### src/rtl/mips_run_ctrl_pkg.sv
// Shared op, stop-reason and state encodings for the MIPS run controller.
package mips_dbg_pkg;

  localparam logic [1:0] OP_RUN_N = 2'b00;
  localparam logic [1:0] OP_FREE  = 2'b01;
  localparam logic [1:0] OP_HALT  = 2'b10;
  localparam logic [1:0] OP_CLR   = 2'b11;

  localparam logic [1:0] RSN_COUNT = 2'd0;
  localparam logic [1:0] RSN_HALT  = 2'd1;
  localparam logic [1:0] RSN_BRK   = 2'd2;

  localparam logic [1:0] S_IDLE = 2'd0;
  localparam logic [1:0] S_RUN  = 2'd1;
  localparam logic [1:0] S_FREE = 2'd2;
  localparam logic [1:0] S_DONE = 2'd3;

  function automatic logic is_exec(input logic [1:0] s);
    return (s == S_RUN) || (s == S_FREE);
  endfunction

endpackage

### src/rtl/mips_run_ctrl_if.sv
// Host command channel of the run controller (valid/ready handshake).
interface mips_run_ctrl_if #(
  parameter int CNT_W = 16
);
  logic             cmd_valid;
  logic             cmd_ready;
  logic [1:0]       cmd_op;
  logic [CNT_W-1:0] cmd_count;

  modport master (output cmd_valid, output cmd_op, output cmd_count, input cmd_ready);
  modport slave  (input cmd_valid, input cmd_op, input cmd_count, output cmd_ready);
endinterface

### src/rtl/mips_run_ctrl_sat_counter.sv
// Saturating up-counter with synchronous clear; clear wins over increment.
module sat_counter #(
  parameter int W = 32
) (
  input  logic         clk,
  input  logic         rst_n,
  input  logic         inc,
  input  logic         clr,
  output logic [W-1:0] count
);

  always_ff @(posedge clk or negedge rst_n) begin
    if (!rst_n) begin
      count <= '0;
    end else if (clr) begin
      count <= '0;
    end else if (inc && (count != '1)) begin
      count <= count + 1'b1;
    end
  end

endmodule

### src/rtl/mips_run_ctrl.sv
// Run controller gating the MIPS datapath clock enable from host commands.
module mips_run_ctrl
  import mips_dbg_pkg::*;
#(
  parameter int CNT_W = 16,
  parameter int CYC_W = 32
) (
  input  logic             clk,
  input  logic             rst_n,
  mips_run_ctrl_if.slave   cmd,
  input  logic             brk_in,
  output logic             cpu_en,
  output logic             busy,
  output logic             done,
  output logic [1:0]       stop_reason,
  output logic             cmd_err,
  output logic [CYC_W-1:0] cycle_count
);

  logic [1:0]       state, state_nxt;
  logic [1:0]       rsn_nxt;
  logic [CNT_W-1:0] remaining, rem_nxt;
  logic             accept;
  logic             err_nxt;
  logic             clr_cnt;

  assign cmd.cmd_ready = (state != S_DONE);
  assign accept        = cmd.cmd_valid & cmd.cmd_ready;

  always_comb begin
    state_nxt = state;
    rem_nxt   = remaining;
    rsn_nxt   = stop_reason;
    err_nxt   = 1'b0;
    clr_cnt   = 1'b0;
    case (state)
      S_IDLE: begin
        if (accept) begin
          case (cmd.cmd_op)
            OP_RUN_N: begin
              if (cmd.cmd_count == '0) begin
                state_nxt = S_DONE;
                rsn_nxt   = RSN_COUNT;
              end else begin
                state_nxt = S_RUN;
                rem_nxt   = cmd.cmd_count;
              end
            end
            OP_FREE: state_nxt = S_FREE;
            OP_CLR:  clr_cnt   = 1'b1;
            default: ;
          endcase
        end
      end
      S_RUN, S_FREE: begin
        if (accept && (cmd.cmd_op != OP_HALT)) err_nxt = 1'b1;
        if (state == S_RUN && cpu_en) rem_nxt = remaining - 1'b1;
        // Stop causes in priority order: host HALT, break, count exhausted.
        if (accept && (cmd.cmd_op == OP_HALT)) begin
          state_nxt = S_DONE;
          rsn_nxt   = RSN_HALT;
          rem_nxt   = '0;
        end else if (cpu_en && brk_in) begin
          state_nxt = S_DONE;
          rsn_nxt   = RSN_BRK;
          rem_nxt   = '0;
        end else if (state == S_RUN && remaining == CNT_W'(1)) begin
          state_nxt = S_DONE;
          rsn_nxt   = RSN_COUNT;
        end
      end
      default: state_nxt = S_IDLE;
    endcase
  end

  // Outputs are registered from the next state, so cpu_en/busy/done line up with state.
  always_ff @(posedge clk or negedge rst_n) begin
    if (!rst_n) begin
      state       <= S_IDLE;
      remaining   <= '0;
      stop_reason <= RSN_COUNT;
      cpu_en      <= 1'b0;
      busy        <= 1'b0;
      done        <= 1'b0;
      cmd_err     <= 1'b0;
    end else begin
      state       <= state_nxt;
      remaining   <= rem_nxt;
      stop_reason <= rsn_nxt;
      cpu_en      <= is_exec(state_nxt);
      busy        <= is_exec(state_nxt);
      done        <= (state_nxt == S_DONE);
      cmd_err     <= err_nxt;
    end
  end

  sat_counter #(.W(CYC_W)) u_cyc_cnt (
    .clk   (clk),
    .rst_n (rst_n),
    .inc   (cpu_en),
    .clr   (clr_cnt),
    .count (cycle_count)
  );

endmodule

### src/flat_wrapper.sv
// flat-port wrapper written by rule: the top's interface ports become plain ports
module mips_run_ctrl_flat import mips_dbg_pkg::*;
#(
  parameter int CNT_W = 16,
  parameter int CYC_W = 32
)
  (clk, rst_n, brk_in, cpu_en, busy, done, stop_reason, cmd_err, cycle_count, cmd_cmd_valid, cmd_cmd_op, cmd_cmd_count, cmd_cmd_ready);
  mips_run_ctrl_if #(.CNT_W(CNT_W)) cmd_i ();
  input  logic clk;
  input  logic rst_n;
  input  logic brk_in;
  output logic cpu_en;
  output logic busy;
  output logic done;
  output logic [1:0] stop_reason;
  output logic cmd_err;
  output logic [CYC_W-1:0] cycle_count;
  input wire logic [$bits(cmd_i.cmd_valid)-1:0] cmd_cmd_valid;
  input wire logic [$bits(cmd_i.cmd_op)-1:0] cmd_cmd_op;
  input wire logic [$bits(cmd_i.cmd_count)-1:0] cmd_cmd_count;
  output wire logic [$bits(cmd_i.cmd_ready)-1:0] cmd_cmd_ready;
  assign cmd_i.cmd_valid = cmd_cmd_valid;
  assign cmd_i.cmd_op = cmd_cmd_op;
  assign cmd_i.cmd_count = cmd_cmd_count;
  assign cmd_cmd_ready = cmd_i.cmd_ready;
  mips_run_ctrl #(.CNT_W(CNT_W), .CYC_W(CYC_W)) u_core (.clk(clk), .rst_n(rst_n), .cmd(cmd_i), .brk_in(brk_in), .cpu_en(cpu_en), .busy(busy), .done(done), .stop_reason(stop_reason), .cmd_err(cmd_err), .cycle_count(cycle_count));
endmodule
### config.mk
export PLATFORM = sky130hd
export DESIGN_NAME = mips_run_ctrl_flat
export DESIGN_NICKNAME = d
export VERILOG_FILES = /design/src/rtl/mips_run_ctrl_pkg.sv /design/src/rtl/mips_run_ctrl_if.sv /design/src/rtl/mips_run_ctrl_sat_counter.sv /design/src/rtl/mips_run_ctrl.sv /design/src/flat_wrapper.sv
export SDC_FILE = /design/constraint.sdc
export NUM_CORES = 1
export LEC_CHECK = 0
export ABC_CLOCK_PERIOD_IN_PS = 2400
export BUFFER_PORTS_ARGS = -buffer_cell sky130_fd_sc_hd__buf_4
export CAP_MARGIN = 20
export CORE_UTILIZATION = 56
export CTS_CLUSTER_SIZE = 30
export DETAILED_ROUTE_END_ITERATION = 10
export PLACE_DENSITY = 0.88
export SLEW_MARGIN = 25
export SYNTH_ARGS = -nofsm -noshare
export SYNTH_HDL_FRONTEND = slang
export SYNTH_HIERARCHICAL = 1
export SYNTH_SLANG_ARGS = --single-unit
### constraint.sdc
create_clock -name clk -period 2.4 [get_ports clk]
set_input_delay 0.24 -clock clk [delete_from_list [all_inputs] [get_ports clk]]
set_output_delay 0.24 -clock clk [all_outputs]
set_load 0.01 [all_outputs]
==> flow_metrics.py, run 1 <==
metrics = {
    "clocking": {
        "clock_sink_count": 55,
        "postCtsHoldBufs": 1,
        "cts_tree": "yes",
        "cts_buffers": 5,
        "cts_max_path_buffers": 2,
        "cts_resized": 0,
        "ctsHtreeMaxLevel": 2,
        "cts_setup_buffers": 0,
        "insertion_delay_ns": 0.31,
        "root_buffer": "clkbuf_8",
        "path_clk_slew_ns": 0.10,
    },
    "yosys": {
        "synth_most_common_cell": "dfrtp_1",
        "syn_area_sq_um": 3402,
        "synth_area_leaders": "dfrtp_1, a21oi_1, nor2_1",
        "netlist_top_cells_count": "dfrtp_1, nor2_1, a21oi_1",
        "synth_edf_count": 0,
        "synth.distinct_cells": 65,
        "yosysSeqAreaShare": 0.4046,
        "syn_nets": 408,
        "post_synth.cell_area_avg_sq_um": 8.976,
        "ys_async_sr_fraction": 1.000,
        "synth.largest_area_cell": "dfrtp_1",
        "synthCells": 379,
        "yosysWarnings": 6,
        "ys_ff_latch": 55,
        "synth_top_area_share": 0.4046,
        "synth_ff_type": "dfrtp_1",
    },
    "worst_setup_path": {
        "startpoint": "u_core/remaining[4]",
        "crit_required_ns": 2.59,
        "crit_path_top_delay_cell": "or4_1",
        "path_buf_inv": 0,
        "cp_top_family": "simple AND/OR/NAND/NOR gates",
        "r2r_end": "u_core/busy",
        "critPathMaxStageDelay_ns": 0.52,
        "cp-start-kind": "register",
        "worstSetupEndpoint": "u_core/busy",
        "rr_worst_depth": 6,
        "reg2reg_slack_ns": 0.07,
        "worstReg2RegStart": "u_core/remaining[4]",
        "worstSetupPathDepth": 6,
        "cp_max_fo": 5,
        "worstPathArrival_ns": 2.52,
        "path_cells": "or4_1 -> nor4bb_1 -> and4b_1 -> o21ai_1 -> a31oi_1 -> ha_1",
        "timing_worst_setup_path_type": "reg -> reg",
        "worst_setup_path_end_kind": "register",
    },
    "finish": {
        "area_growth_pct": 19.49,
        "drive_gt1_frac": 0.2247,
        "fillers": 471,
        "finalNetCount": 473,
        "n_antenna_cell": 0,
        "utilization": 0.6907,
        "fin_cells": 520,
    },
    "power_and_ir_drop": {
        "p_comb_frac": 0.529,
        "p_sw_frac": 0.4399,
        "p_switching_uw": 1934,
        "seqPwrFrac": 0.357,
        "leakage_uw": 0.001811,
        "vdd_drop_max_mv": 0.9060,
        "clkPwrFrac": 0.114,
        "intPower_uw": 2463,
        "powerDensity_nw_per_um2": 1081,
    },
    "timing": {
        "slew_viol_final": 0,
        "final.setup.tns_ns": 0,
        "final.setup.worst_slack_ns": 0.07125,
        "min_period_ns": 2.329,
        "period_share": 0.9703,
        "hold_violations": 0,
        "rsz0062_at_grt": "no",
        "max-slew-margin-rel": 0.5431,
        "setup_viol": 0,
        "worst_slew_pin_slew_ns": 0.6796,
        "finClkSkew_ns": 0.008442,
        "clock.fmax_mhz": 429.4,
    },
    "route": {
        "wl_per_cell_um": 15.73,
        "drc_errors": 0,
        "finalWirelength_mm": 8.180,
        "drtAntennaViolNets": 0,
        "vias": 3203,
        "dr.pass1.iters": 4,
        "vias_per_cell": 6.160,
        "detail_route.iter0.violations": 223,
    },
    "global_route": {
        "busiest_layer": "met2",
        "grt_use_total": 0.2716,
        "grt_max_degree": 56,
        "met2_usage": 0.4718,
        "antenna_found_initial": 0,
        "grt_pass1_vias": 3102,
        "overflow": 0,
        "met1_usage": 0.3384,
        "met3_usage": 0.04000,
        "grt_first_pass_wirelength_mm": 13.77,
    },
    "hold_path": {
        "min_path_cells": 3,
        "hp-class": "in -> reg",
    },
    "die": {
        "fp-row-count": 28,
        "die_h_um": 79.94,
        "boundaryPins": 61,
        "core_sq_um": 5886,
        "die_x_um": 79.94,
        "die_area_sq_um": 6390,
        "initial_core_util": 0.5780,
    },
    "flow_run": {
        "maxCapViolCount": 0,
    },
    "place": {
        "preCtsSetupSlack_ns": 0.1263,
        "dp.cells": 511,
        "place.gp.congestion": 0.8859,
        "dp_hpwl_mm": 5.880,
        "numPortBuffers": 60,
    },
    "outcome": {
        "status": "finished, final reports clean",
    },
}
[kinds of logic after synthesis]
logic type,share of synthesized area
AND/OR/NAND/NOR,0.2755
AO/OA/AOI/OAI,0.1913
adder cells (fa/ha/maj),0.02574
buffers and inverters,0.03935
flip-flops,0.4046
XOR/XNOR,0.03347
multiplexers,0.03016
[power by group through the flow]
stage	sequential, uW	combinational [uW]	clock (uW)
3_3_place_gp	1550	2230	0
4_1_cts	1560	2320	519
5_1_grt	1610	2560	553
3_5_place_dp	1580	2300	0
6_report	1570	2330	502
2_1_floorplan	1590	1430	0
[worst min path at each step]
| stage | start | end | slack (ns) |
|---|---|---|---|
| 3_5_place_dp | rst_n | u_core/u_cyc_cnt/count[16] | 0.33 |
| 3_3_place_gp | rst_n | u_core/u_cyc_cnt/count[11] | 0.33 |
| 2_1_floorplan | rst_n | u_core/busy | -0.06 |
| 4_1_cts | cmd_cmd_count[13] | u_core/remaining[13] | 0.20 |
| 6_report | cmd_cmd_count[13] | u_core/remaining[13] | 0.21 |
| 5_1_grt | cmd_cmd_count[13] | u_core/remaining[13] | 0.23 |
[flip-flops by register name (all words and copies together), names as in the netlist]
register                count
u_core/busy                 1
u_core/u_cyc_cnt/count     32
u_core/state                2
u_core/done                 1
u_core/cmd_err              1
u_core/stop_reason          2
u_core/remaining           16
[per-layer routing]
metal,share of wire,wire (um)
met1,0.43,3528
met2,0.50,4114
met3,0.055,451
met4,0.010,85
met5,0,0
[placed cells by master, fill, tap and decap left out, types with 3 or more instances in the layout]
| cell | n |
|---|---|
| or4_1 | 5 |
| nor2_1 | 40 |
| a211oi_1 | 5 |
| xnor2_1 | 10 |
| mux2_2 | 5 |
| a21oi_1 | 30 |
| o21ai_1 | 19 |
| dfrtp_1 | 55 |
| a22oi_1 | 4 |
| buf_4 | 73 |
| nand2b_1 | 6 |
| nor3_1 | 15 |
| clkbuf_8 | 5 |
| and4_1 | 4 |
| o21ai_0 | 12 |
| xor2_1 | 3 |
| nand3_1 | 14 |
| nor2b_1 | 10 |
| o31ai_1 | 4 |
| ha_1 | 7 |
| or3_1 | 7 |
| nor4_1 | 10 |
| nand4_1 | 7 |
| a41oi_1 | 6 |
| a21o_1 | 4 |
| and2_1 | 3 |
| inv_1 | 14 |
| and3_1 | 8 |
| nand2_1 | 14 |
[worst register-to-register path, delay by kind of cell (launching register included)]
| family | cells | cell delay [ns] |
|---|---|---|
| adders and majority gates | 1 | 0.28 |
| and+or+nand+nor | 3 | 1.19 |
| DFF | 1 | 0.43 |
| AOI/OAI and AO/OA | 2 | 0.32 |
[area by class of cell]
type | instances | area (sq um) | area share
multi-input combinational | 292 | 1892 | 0.4654
clock buffer | 6 | 72.57 | 0.01785
clock inverter | 2 | 12.51 | 0.003078
sequential | 55 | 1376 | 0.3386
inverter | 16 | 60.06 | 0.01477
tap | 75 | 93.84 | 0.02308
timing repair buffer | 74 | 558.0 | 0.1373
[per-stage QoR]
stage                     cell area, sq um  hold WS, ns  total power (uW)
final                                 4065       0.2141              4396
after global placement                3970       0.3284              3783
after global routing                  4065       0.2254              4729
after detailed placement              3970       0.3337              3878
after floorplan                       3402     -0.05559              3018
after CTS                             4065       0.2047              4393
Note: power is estimated with default switching activity, not from simulation.
==> run 2: changes to the inputs <==
--- a/config.mk
+++ b/config.mk
@@ -8,10 +8,11 @@
 export ABC_CLOCK_PERIOD_IN_PS = 2400
 export BUFFER_PORTS_ARGS = -buffer_cell sky130_fd_sc_hd__buf_4
 export CAP_MARGIN = 20
-export CORE_UTILIZATION = 56
+export CORE_UTILIZATION = 58
+export CTS_BUF_LIST = sky130_fd_sc_hd__clkbuf_2 sky130_fd_sc_hd__clkbuf_4 sky130_fd_sc_hd__clkbuf_8
 export CTS_CLUSTER_SIZE = 30
 export DETAILED_ROUTE_END_ITERATION = 10
-export PLACE_DENSITY = 0.88
+export PLACE_DENSITY = 0.9
 export SLEW_MARGIN = 25
 export SYNTH_ARGS = -nofsm -noshare
 export SYNTH_HDL_FRONTEND = slang
==> run 2 against run 1 <==
Compared with the run above: clock skew shrank 0.0042 ns; flip-flop and latch count stayed put; utilization is 4.1 points higher; cell area grew 0.34%; first-iteration DRC count increased by 1.3%; hold slack got worse by 0.0075 ns; global-route usage up 2.7 points; combinational power barely moved.
==> flow_metrics.py, run 2 (synthesis gave the netlist of run 1 again) <==
metrics = {
    "worst_setup_path": {
        "crit_required_ns": 2.60,
        "rr_worst_depth": 6,
        "timing_worst_setup_path_type": "reg -> reg",
        "r2r_end": "u_core/u_cyc_cnt/count[27]",
        "worst_setup_path_end_kind": "register",
        "worstReg2RegStart": "u_core/u_cyc_cnt/count[0]",
        "reg2reg_slack_ns": 0.13,
        "worstPathArrival_ns": 2.46,
        "cp_max_fo": 19,
        "cp-start-kind": "register",
    },
    "clocking": {
        "clock_sink_count": 55,
        "insertion_delay_ns": 0.30,
        "cts_max_path_buffers": 2,
        "path_clk_slew_ns": 0.10,
        "ctsHtreeMaxLevel": 2,
        "root_buffer": "clkbuf_8",
        "cts_buffers": 5,
        "cts_tree": "yes",
    },
    "die": {
        "die_h_um": 78.59,
        "fp-row-count": 27,
        "core_sq_um": 5574,
        "die_area_sq_um": 6176,
        "boundaryPins": 61,
        "initial_core_util": 0.6103,
        "die_x_um": 78.59,
    },
    "finish": {
        "largest_registers": "u_core/u_cyc_cnt/count x32, u_core/remaining x16",
        "area_growth_pct": 19.90,
        "largest_register_ffs": 32,
        "finalNetCount": 474,
        "final_cell_mix": "buf_4, dfrtp_1, nor2_1, a21oi_1, o21ai_1",
        "fillers": 430,
        "mostFrequentLayoutCell": "buf_4",
        "drive_gt1_frac": 0.2309,
        "n_antenna_cell": 0,
        "largest-register": "u_core/u_cyc_cnt/count",
    },
    "timing": {
        "min_period_ns": 2.266,
        "setup_viol": 0,
        "rsz0062_at_grt": "no",
        "max-slew-margin-rel": 0.5329,
        "finClkSkew_ns": 0.004274,
        "slew_viol_final": 0,
        "hold_violations": 0,
        "final.setup.tns_ns": 0,
        "worst_slew_pin_slew_ns": 0.6949,
        "holdWs_ns": 0.2066,
        "clock.fmax_mhz": 441.3,
        "period_share": 0.9442,
    },
    "hold_path": {
        "min_path_cells": 3,
        "min_to": "u_core/remaining[13]",
        "hp-class": "in -> reg",
        "min_from": "cmd_cmd_count[13]",
    },
    "flow_run": {
        "maxCapViolCount": 0,
    },
    "place": {
        "numPortBuffers": 60,
        "place.gp.congestion": 0.9358,
        "dp_hpwl_mm": 6.248,
    },
    "route": {
        "vias": 3326,
        "wl_per_cell_um": 16.98,
        "dr.pass1.iters": 4,
        "vias_per_cell": 6.421,
        "detail_route.iter0.violations": 226,
        "finalWirelength_mm": 8.798,
        "drc_errors": 0,
        "drtAntennaViolNets": 0,
    },
    "outcome": {
        "status": "finished, final reports clean",
    },
    "power_and_ir_drop": {
        "leakage_uw": 0.001820,
        "powerDensity_nw_per_um2": 1093,
        "vdd_drop_max_mv": 0.8219,
    },
    "global_route": {
        "grt_pass1_vias": 3124,
        "antenna_found_initial": 0,
        "grt_max_degree": 56,
        "grt_use_total": 0.2986,
        "grt_first_pass_wirelength_mm": 14.53,
        "overflow": 0,
    },
}
run 2: changes by cell type in the layout (fill, tap and decap cells not counted):
cell	previous run	this run
clkbuf_1	1	0
nor4bb_1	1	0
nor4bb_2	0	1
clkbuf_4	0	1
buf_4	73	74
run 2: cell type report:
| class | count | area (sq um) | share of cell area |
|---|---|---|---|
| Clock buffer | 6 | 76.32 | 0.01871 |
| Clock inverter | 2 | 12.51 | 0.003067 |
| Inverter | 16 | 60.06 | 0.01472 |
| Multi-Input combinational cell | 292 | 1898 | 0.4653 |
| Sequential cell | 55 | 1376 | 0.3374 |
| Tap cell | 72 | 90.09 | 0.02209 |
| Timing Repair Buffer | 75 | 565.5 | 0.1387 |
run 2: where the power goes:
group / leakage [uW] / internal (uW) / switching [uW]
registers: 0.000731 / 1230 / 351
clock network: 0.0000446 / 216 / 299
logic: 0.00104 / 1040 / 1330
run 2: metal layers:
metal	wire length, um	share of wire	global-route usage
met1	3669	0.42	0.3724
met2	4419	0.50	0.5174
met3	549	0.062	0.04767
met4	159	0.018	0.1111
met5	0	0	0
run 2: timing repair:
action / CTS / global route
endpoints found under the setup margin: 0 / 1
setup buffers: 0 / 0
endpoints found under the hold margin: 12 / 0
gates resized for setup: 0 / 1
hold buffers: 1 / 0
run 2: how the worst max path moves through the flow:
stage | start | slack, ns | end
floorplan | u_core/remaining[5] | 0.31 | u_core/busy
global placement | u_core/remaining[5] | 0.26 | u_core/busy
detailed placement | u_core/remaining[6] | 0.14 | u_core/busy
CTS | u_core/remaining[6] | 0.12 | u_core/busy
global route | u_core/u_cyc_cnt/count[0] | 0.002 | u_core/u_cyc_cnt/count[29]
finish | u_core/u_cyc_cnt/count[0] | 0.13 | u_core/u_cyc_cnt/count[27]
run 2: through the flow:
stage / cell area [sq um] / utilization / worst slack (ns) / total power, uW / std cells
finish: 4079 / 0.7318 / 0.1339 / 4457 / 518
global route: 4079 / 0.7318 / 0.002148 / 4777 / 518
CTS: 4073 / 0.7306 / 0.1211 / 4412 / 518
detailed placement: 3974 / 0.7129 / 0.1438 / 3881 / 509
global placement: 3974 / 0.7129 / 0.2566 / 3794 / 509
floorplan: 3402 / - / 0.3102 / 3018 / 379
run 2: critical path, stage by stage (launching register included):
cell and delay (ns):
dfrtp_1 0.45, ha_1 0.28, nand4_1 0.15, nor4_2 0.07, a21o_1 0.38, nor4_1 0.44, mux2_2 0.38
